## src/rtl/spi_minion_pkg.sv

```systemverilog
// Shared types and pin levels for the SPI mode-0 minion endpoint.
package spi_minion_pkg;

  // Frame FSM: idle between chip-select assertions, active while cs is low.
  typedef enum logic {
    STATE_IDLE   = 1'b0,
    STATE_ACTIVE = 1'b1
  } state_t;

  // Idle pin levels. These are also the synchronizer reset values, so the
  // edge detectors report no edges while the pins sit idle.
  localparam logic CS_INACTIVE = 1'b1;
  localparam logic SCLK_IDLE   = 1'b0;

endpackage

```

## src/rtl/spi_minion_sync_edge.sv

```systemverilog
// Multi-flop synchronizer for one asynchronous pin, plus a history flop.
// Rise and fall are decoded from the last two synchronized samples. They are
// combinational on the synchronized level and history. A pin edge is therefore
// acted on at the (nsync+1)th clk posedge after it is first sampled.
module spi_minion_sync_edge #(
  parameter int   nsync   = 2,
  parameter logic rst_val = 1'b0
) (
  input  logic clk,
  input  logic reset,
  input  logic din,
  output logic level,
  output logic rise,
  output logic fall
);

  logic [nsync-1:0] sync_q;
  logic             hist_q;

  // Shift the raw pin through the synchronizer chain and keep one sample of history.
  always_ff @(posedge clk) begin
    if (!reset) begin
      sync_q <= {nsync{rst_val}};
      hist_q <= rst_val;
    end else begin
      sync_q <= {sync_q[nsync-2:0], din};
      hist_q <= sync_q[nsync-1];
    end
  end

  assign level = sync_q[nsync-1];
  assign rise  = level & ~hist_q;
  assign fall  = ~level & hist_q;

endmodule

```

## src/rtl/spi_minion_val_rdy.sv

```systemverilog
// SPI mode-0 minion endpoint. It oversamples cs/sclk/mosi on clk and shifts
// one full-duplex nbits frame per chip-select assertion.
//
// Handshakes (recv_* and send_*): a transfer happens on a clk posedge where
// val and rdy are both high. val never depends on rdy. Once the minion raises
// send_val, it holds it and keeps send_msg stable until the transfer.
//
// recv side: one-word transmit buffer. It is emptied into the output shift
// register when the frame starts.
// send side: one-word receive buffer. It is loaded when a frame with exactly
// nbits sclk rises completes.
module spi_minion_val_rdy
  import spi_minion_pkg::*;
#(
  parameter int nbits = 34,
  parameter int nsync = 2
) (
  input  logic             clk,
  input  logic             reset,
  input  logic             spi_ifc_cs,
  input  logic             spi_ifc_sclk,
  input  logic             spi_ifc_mosi,
  output logic             spi_ifc_miso,
  input  logic             recv_val,
  output logic             recv_rdy,
  input  logic [nbits-1:0] recv_msg,
  output logic             send_val,
  input  logic             send_rdy,
  output logic [nbits-1:0] send_msg,
  output logic             overflow,
  output logic             frame_err,
  output logic             state_dbg
);

  localparam int                CNT_W    = $clog2(nbits + 2);
  localparam logic [CNT_W-1:0] CNT_FULL = CNT_W'(nbits);
  localparam logic [CNT_W-1:0] CNT_MAX  = CNT_W'(nbits + 1);

  state_t state_q, state_d;

  logic cs_level, cs_rise, cs_fall;
  logic sclk_rise, sclk_fall, sclk_level_unused;
  logic mosi_level, mosi_rise_unused, mosi_fall_unused;

  logic             armed;
  logic [nsync-1:0] flush_q;
  logic             sync_flushed;
  logic [CNT_W-1:0] bit_cnt;
  logic [nbits-1:0] shreg_in;
  logic [nbits-1:0] shreg_out;
  logic [nbits-1:0] tx_buf;
  logic             tx_full;
  logic [nbits-1:0] rx_buf;
  logic             rx_full;

  logic frame_start;
  logic frame_end;
  logic frame_complete;
  logic send_fire;

  spi_minion_sync_edge #(.nsync(nsync), .rst_val(CS_INACTIVE)) u_sync_cs (
    .clk   (clk),
    .reset (reset),
    .din   (spi_ifc_cs),
    .level (cs_level),
    .rise  (cs_rise),
    .fall  (cs_fall)
  );

  spi_minion_sync_edge #(.nsync(nsync), .rst_val(SCLK_IDLE)) u_sync_sclk (
    .clk   (clk),
    .reset (reset),
    .din   (spi_ifc_sclk),
    .level (sclk_level_unused),
    .rise  (sclk_rise),
    .fall  (sclk_fall)
  );

  spi_minion_sync_edge #(.nsync(nsync), .rst_val(1'b0)) u_sync_mosi (
    .clk   (clk),
    .reset (reset),
    .din   (spi_ifc_mosi),
    .level (mosi_level),
    .rise  (mosi_rise_unused),
    .fall  (mosi_fall_unused)
  );

  assign frame_start    = (state_q == STATE_IDLE) && cs_fall && armed;
  assign frame_end      = (state_q == STATE_ACTIVE) && cs_rise;
  assign frame_complete = frame_end && (bit_cnt == CNT_FULL);
  assign send_fire      = send_val && send_rdy;
  assign sync_flushed   = flush_q[nsync-1];

  assign recv_rdy     = !tx_full;
  assign send_val     = rx_full;
  assign send_msg     = rx_buf;
  assign spi_ifc_miso = (state_q == STATE_ACTIVE) ? shreg_out[nbits-1] : 1'b0;
  assign state_dbg    = (state_q == STATE_ACTIVE);

  // Frame state register.
  always_ff @(posedge clk) begin
    if (!reset) state_q <= STATE_IDLE;
    else        state_q <= state_d;
  end

  // Next state: a frame opens on an armed cs fall and closes on cs rise.
  always_comb begin
    state_d = state_q;
    case (state_q)
      STATE_IDLE:   if (frame_start) state_d = STATE_ACTIVE;
      STATE_ACTIVE: if (cs_rise)     state_d = STATE_IDLE;
      default:      state_d = STATE_IDLE;
    endcase
  end

  // Arm only after cs has been seen high. The synchronizer resets to the
  // inactive level, so samples are trusted only once the chain has flushed.
  // This keeps a transaction already in flight at reset release from being
  // picked up halfway.
  always_ff @(posedge clk) begin
    if (!reset) begin
      flush_q <= '0;
      armed   <= 1'b0;
    end else begin
      flush_q <= {flush_q[nsync-2:0], 1'b1};
      if (sync_flushed && (cs_level == CS_INACTIVE)) armed <= 1'b1;
    end
  end

  // Transmit buffer: the frame start drains it, then a recv handshake refills it.
  // A word offered on the frame-start cycle is judged against the registered
  // tx_full. If accepted, it waits for the next frame.
  always_ff @(posedge clk) begin
    if (!reset) begin
      tx_buf  <= '0;
      tx_full <= 1'b0;
    end else begin
      if (frame_start) tx_full <= 1'b0;
      if (recv_val && recv_rdy) begin
        tx_buf  <= recv_msg;
        tx_full <= 1'b1;
      end
    end
  end

  // Shift registers and bit counter. mosi is captured on sclk rise, and miso
  // advances on sclk fall. The counter saturates so that overlong frames
  // cannot wrap back onto nbits.
  always_ff @(posedge clk) begin
    if (!reset) begin
      shreg_in  <= '0;
      shreg_out <= '0;
      bit_cnt   <= '0;
    end else if (frame_start) begin
      shreg_out <= tx_full ? tx_buf : '0;
      shreg_in  <= '0;
      bit_cnt   <= '0;
    end else if (state_q == STATE_ACTIVE) begin
      if (sclk_rise) begin
        shreg_in <= {shreg_in[nbits-2:0], mosi_level};
        if (bit_cnt != CNT_MAX) bit_cnt <= bit_cnt + 1'b1;
      end
      if (sclk_fall) shreg_out <= {shreg_out[nbits-2:0], 1'b0};
    end
  end

  // Receive buffer and status pulses. A completed frame loads the buffer if it
  // is empty or is being handed off this same cycle. Otherwise the frame is
  // dropped and overflow is flagged. Short or overlong frames raise frame_err.
  // A frame with no sclk at all is dropped silently.
  always_ff @(posedge clk) begin
    if (!reset) begin
      rx_buf    <= '0;
      rx_full   <= 1'b0;
      overflow  <= 1'b0;
      frame_err <= 1'b0;
    end else begin
      overflow  <= 1'b0;
      frame_err <= 1'b0;
      if (send_fire) rx_full <= 1'b0;
      if (frame_complete) begin
        if (!rx_full || send_fire) begin
          rx_buf  <= shreg_in;
          rx_full <= 1'b1;
        end else begin
          overflow <= 1'b1;
        end
      end else if (frame_end && (bit_cnt != '0)) begin
        frame_err <= 1'b1;
      end
    end
  end

endmodule

```

## config.mk

```make
export PLATFORM = sky130hd
export DESIGN_NAME = spi_minion_val_rdy
export DESIGN_NICKNAME = d
export VERILOG_FILES = /design/src/rtl/spi_minion_pkg.sv /design/src/rtl/spi_minion_sync_edge.sv /design/src/rtl/spi_minion_val_rdy.sv
export SDC_FILE = /design/constraint.sdc
export NUM_CORES = 1
export LEC_CHECK = 0
export CAP_MARGIN = 20
export CORE_MARGIN = 4
export CORE_UTILIZATION = 35
export DETAILED_ROUTE_END_ITERATION = 10
export GPL_TIMING_DRIVEN = 0
export PLACE_DENSITY = 0.63
export SLEW_MARGIN = 10
export SYNTH_ARGS = -nofsm -noshare
export SYNTH_HDL_FRONTEND = slang
export SYNTH_SLANG_ARGS = --single-unit
```

## constraint.sdc

```tcl
create_clock -name clk -period 4.6 [get_ports clk]
set_clock_uncertainty 0.15 [all_clocks]
set_input_delay 0.69 -clock clk [delete_from_list [all_inputs] [get_ports clk]]
set_output_delay 0.69 -clock clk [all_outputs]
set_load 0.03 [all_outputs]
```

==> impl_metrics.py <==
metrics = {
    "power_and_ir_drop": {
        "post-layout-total-power_mw": 3.011,
        "maximum_vdd_drop_mv": 0.2757,
        "p_per_area_nw_per_um2": 387.9,
        "total_leakage_power_nw": 2.825,
    },
    "logic_synthesis": {
        "yosys.area.top_type_share_pct": 52.24,
        "syn_inst_count": 652,
        "synth_async_sr_flop_share_pct": 0,
        "yosys_warnings": 0,
        "ys_dominant_reg_cell": "sky130_fd_sc_hd__dfxtp_1",
        "post_synthesis_sequential_element_count": 158,
        "postSynthNetCount": 696,
        "synthesis.area_um2": 6055,
        "synthesis.area_per_instance_um2": 9.286,
        "seq_area_frac_synth_pct": 52.24,
        "synth_enable_flop_cells": 0,
        "synth.distinct_cells": 37,
        "synth_top_cells_by_area": "sky130_fd_sc_hd__dfxtp_1 52%, sky130_fd_sc_hd__nand2_1 13%, sky130_fd_sc_hd__mux2i_1 12%, sky130_fd_sc_hd__o2bb2ai_1 4.8%, sky130_fd_sc_hd__a21boi_0 4.2%",
        "synth.most_common_cell": "sky130_fd_sc_hd__nand2_1",
        "ys_top_cells_by_count": "211 x sky130_fd_sc_hd__nand2_1, 158 x sky130_fd_sc_hd__dfxtp_1, 70 x sky130_fd_sc_hd__mux2i_1",
        "synth_top_cell_by_area": "sky130_fd_sc_hd__dfxtp_1",
    },
    "setup_path": {
        "data_arrival_time_at_the_worst_slack_endpoint_ns": 1.78,
        "timing.critical_path.to_type": "output port",
        "worst_setup_path_start_kind": "flip-flop",
        "cp_data_required_time_ns": 3.76,
        "timing_worst_setup_path_type": "flip-flop to output port",
        "worst-path-max-fanout": 10,
    },
    "global_route": {
        "largest_net_degree_at_the_start_of_global_routing": 17,
        "antenna_violations_before_repair": 0,
        "grt_overflow": 0,
        "grt_first_pass_wirelength_mm": 20.91,
        "first_global_vias": 4324,
        "grt.total_usage_pct": 13.12,
    },
    "sta": {
        "finalWorstPathRequiredPeriod_ns": 2.623,
        "timing.setup.tns_ns": 0,
        "period_share_pct": 57.02,
        "timing_hold_violations_final": 0,
        "whs_ns": 0.2658,
        "tightest_slew_ns": 0.5670,
        "fmaxAchievable_mhz": 381.3,
        "setup_viol_count_final": 0,
        "timing.final.max_slew_violations": 0,
        "max_slew_margin_pct": 62.20,
        "rsz_0062_raised_after_global_routing": "false",
    },
    "route": {
        "detail_route.wl_per_cell_um": 12.74,
        "firstDrtPassIters": 4,
        "initialDrtViolationCount": 153,
        "drt_wl_total_mm": 12.54,
        "detailroute.via_count": 4547,
        "viasPerCell": 4.621,
        "route.antenna.remaining_nets": 0,
        "detail_route.drc_violations": 0,
    },
    "die": {
        "x_dimension_of_the_die_um": 139.5,
        "row_count": 47,
        "io_pins": 81,
        "core_area_um2": 16760,
        "initial_utilization_pct": 36.13,
        "dieArea_um2": 19470,
        "chipHeight_um": 139.5,
    },
    "flow_run": {
        "max_cap_violations": 0,
    },
    "clocking": {
        "cts.reportedPaths.clkPinSlew_ns": 0.06,
        "cts.sinks": 158,
        "htree_num_levels": 4,
        "maximum_buffer_depth_of_the_clock_tree": 2,
        "cts.repair.resized": 0,
        "post_cts.repair.setup_buffers": 0,
        "hold_buffers": 0,
        "cts_root_buf": "sky130_fd_sc_hd__clkbuf_16",
        "clock_latency_on_the_worst_skew_pair_ns": 0.42,
        "tritoncts": "yes",
        "numCtsBuffers": 17,
    },
    "final_layout": {
        "area_growth_pct": 28.19,
        "layout-drive-gt1-share_pct": 7.984,
        "antenna-diode-count": 0,
        "cell_area_after_layout_um2": 7761,
        "fillers": 1632,
        "multiInputGateArea_um2": 2606,
        "area.sequential_um2": 3163,
        "nNetsFinal": 795,
    },
    "worst_hold_path": {
        "hold_path_class": "flip-flop to flip-flop",
    },
    "place": {
        "placed_cell_area_um2": 7131,
        "globalplace.congestion": 0.7502,
        "dpl.hpwl_mm": 8.764,
        "io_buffer_count": 80,
    },
    "outcome": {
        "outcome": "complete, no violations",
    },
}
[state kept, by name, summed over array words and instances (netlist names), 6 cells and up]
register   cells
send_msg      34
shreg_in      34
shreg_out     34
tx_buf        34
bit_cnt        6
[metal layers]
layer	routed length, um	vias up	track usage [%]
li1	-	2393	-
met3	453	17	3.259
met4	192	0	4.789
met1	6073	2069	17.06
met2	5822	68	21.17
met5	0	-	0
[report_power, final]
group	internal, mW	switching (mW)	leakage [nW]
registers	1.39	0.0129	1.28
clock network	0.922	0.558	0.298
logic	0.0577	0.0678	1.25
total	2.37	0.639	2.83
[worst max-delay path, stage by stage, from the launching register on]
cell and delay, ns:
sky130_fd_sc_hd__dfxtp_1 0.32, sky130_fd_sc_hd__buf_2 0.19, sky130_fd_sc_hd__and2_1 0.18, sky130_fd_sc_hd__clkdlybuf4s50_1 0.68
[area by class of cell]
cell class,count,area share [%]
sequential,158,40.75
buffer,50,3.482
timing repair buffer,80,10.32
tap,220,3.547
multi-input combinational,440,33.58
clock buffer,18,5.659
clock inverter,14,2.467
inverter,4,0.1935
[cells in the final DEF (no fill, tap or decap), types with 3 or more instances in the layout]
master and instances:
sky130_fd_sc_hd__dfxtp_1 158, sky130_fd_sc_hd__nand2b_1 4, sky130_fd_sc_hd__buf_12 3, sky130_fd_sc_hd__a21boi_0 34, sky130_fd_sc_hd__clkdlybuf4s50_1 80, sky130_fd_sc_hd__ha_1 3
sky130_fd_sc_hd__o21ai_0 3, sky130_fd_sc_hd__bufinv_16 4, sky130_fd_sc_hd__nor2b_1 4, sky130_fd_sc_hd__inv_1 4, sky130_fd_sc_hd__clkbuf_16 17, sky130_fd_sc_hd__nand2_1 211
sky130_fd_sc_hd__o2bb2ai_1 33, sky130_fd_sc_hd__buf_2 18, sky130_fd_sc_hd__mux2i_1 70, sky130_fd_sc_hd__clkbuf_1 23, sky130_fd_sc_hd__nand3_1 6, sky130_fd_sc_hd__clkinv_2 3
sky130_fd_sc_hd__clkinvlp_4 4, sky130_fd_sc_hd__buf_1 4, sky130_fd_sc_hd__a21oi_1 42, sky130_fd_sc_hd__and2_1 9
[path summary, 6_finish.rpt]
check	from	endpoint	slack (ns)	cells after the start
setup / recovery	state_dbg	spi_ifc_miso	1.98	3
hold / removal	u_sync_cs.sync_q[0]	u_sync_cs.sync_q[1]	0.27	1
setup reg to reg	state_dbg	shreg_in[10]	2.81	6
hold reg to reg	u_sync_cs.sync_q[0]	u_sync_cs.sync_q[1]	0.27	1
[kinds of logic (layout without fill, tap and decap cells)]
kind of cell / Yosys count / count (layout) / share of synthesized area (%)
flip-flops: 158 / 158 / 52.24
AO/OA/AOI/OAI: 115 / 115 / 13.06
adder cells (fa/ha/maj): 3 / 3 / 0.6200
buffers and inverters: 54 / 166 / 4.712
multiplexers: 70 / 70 / 11.57
AND/OR/NAND/NOR: 252 / 252 / 17.79
[stage by stage]
step | cells | setup WS (ns) | util, %
3_5_place_dp | 952 | 1.796 | 42.55
2_1_floorplan | 652 | 2.745 | -
6_report | 984 | 1.977 | 46.31
4_1_cts | 984 | 1.935 | 46.31
5_1_grt | 984 | 1.868 | 46.31
3_3_place_gp | 952 | 1.843 | 42.55
No activity file was read; power rests on OpenSTA's default activity.
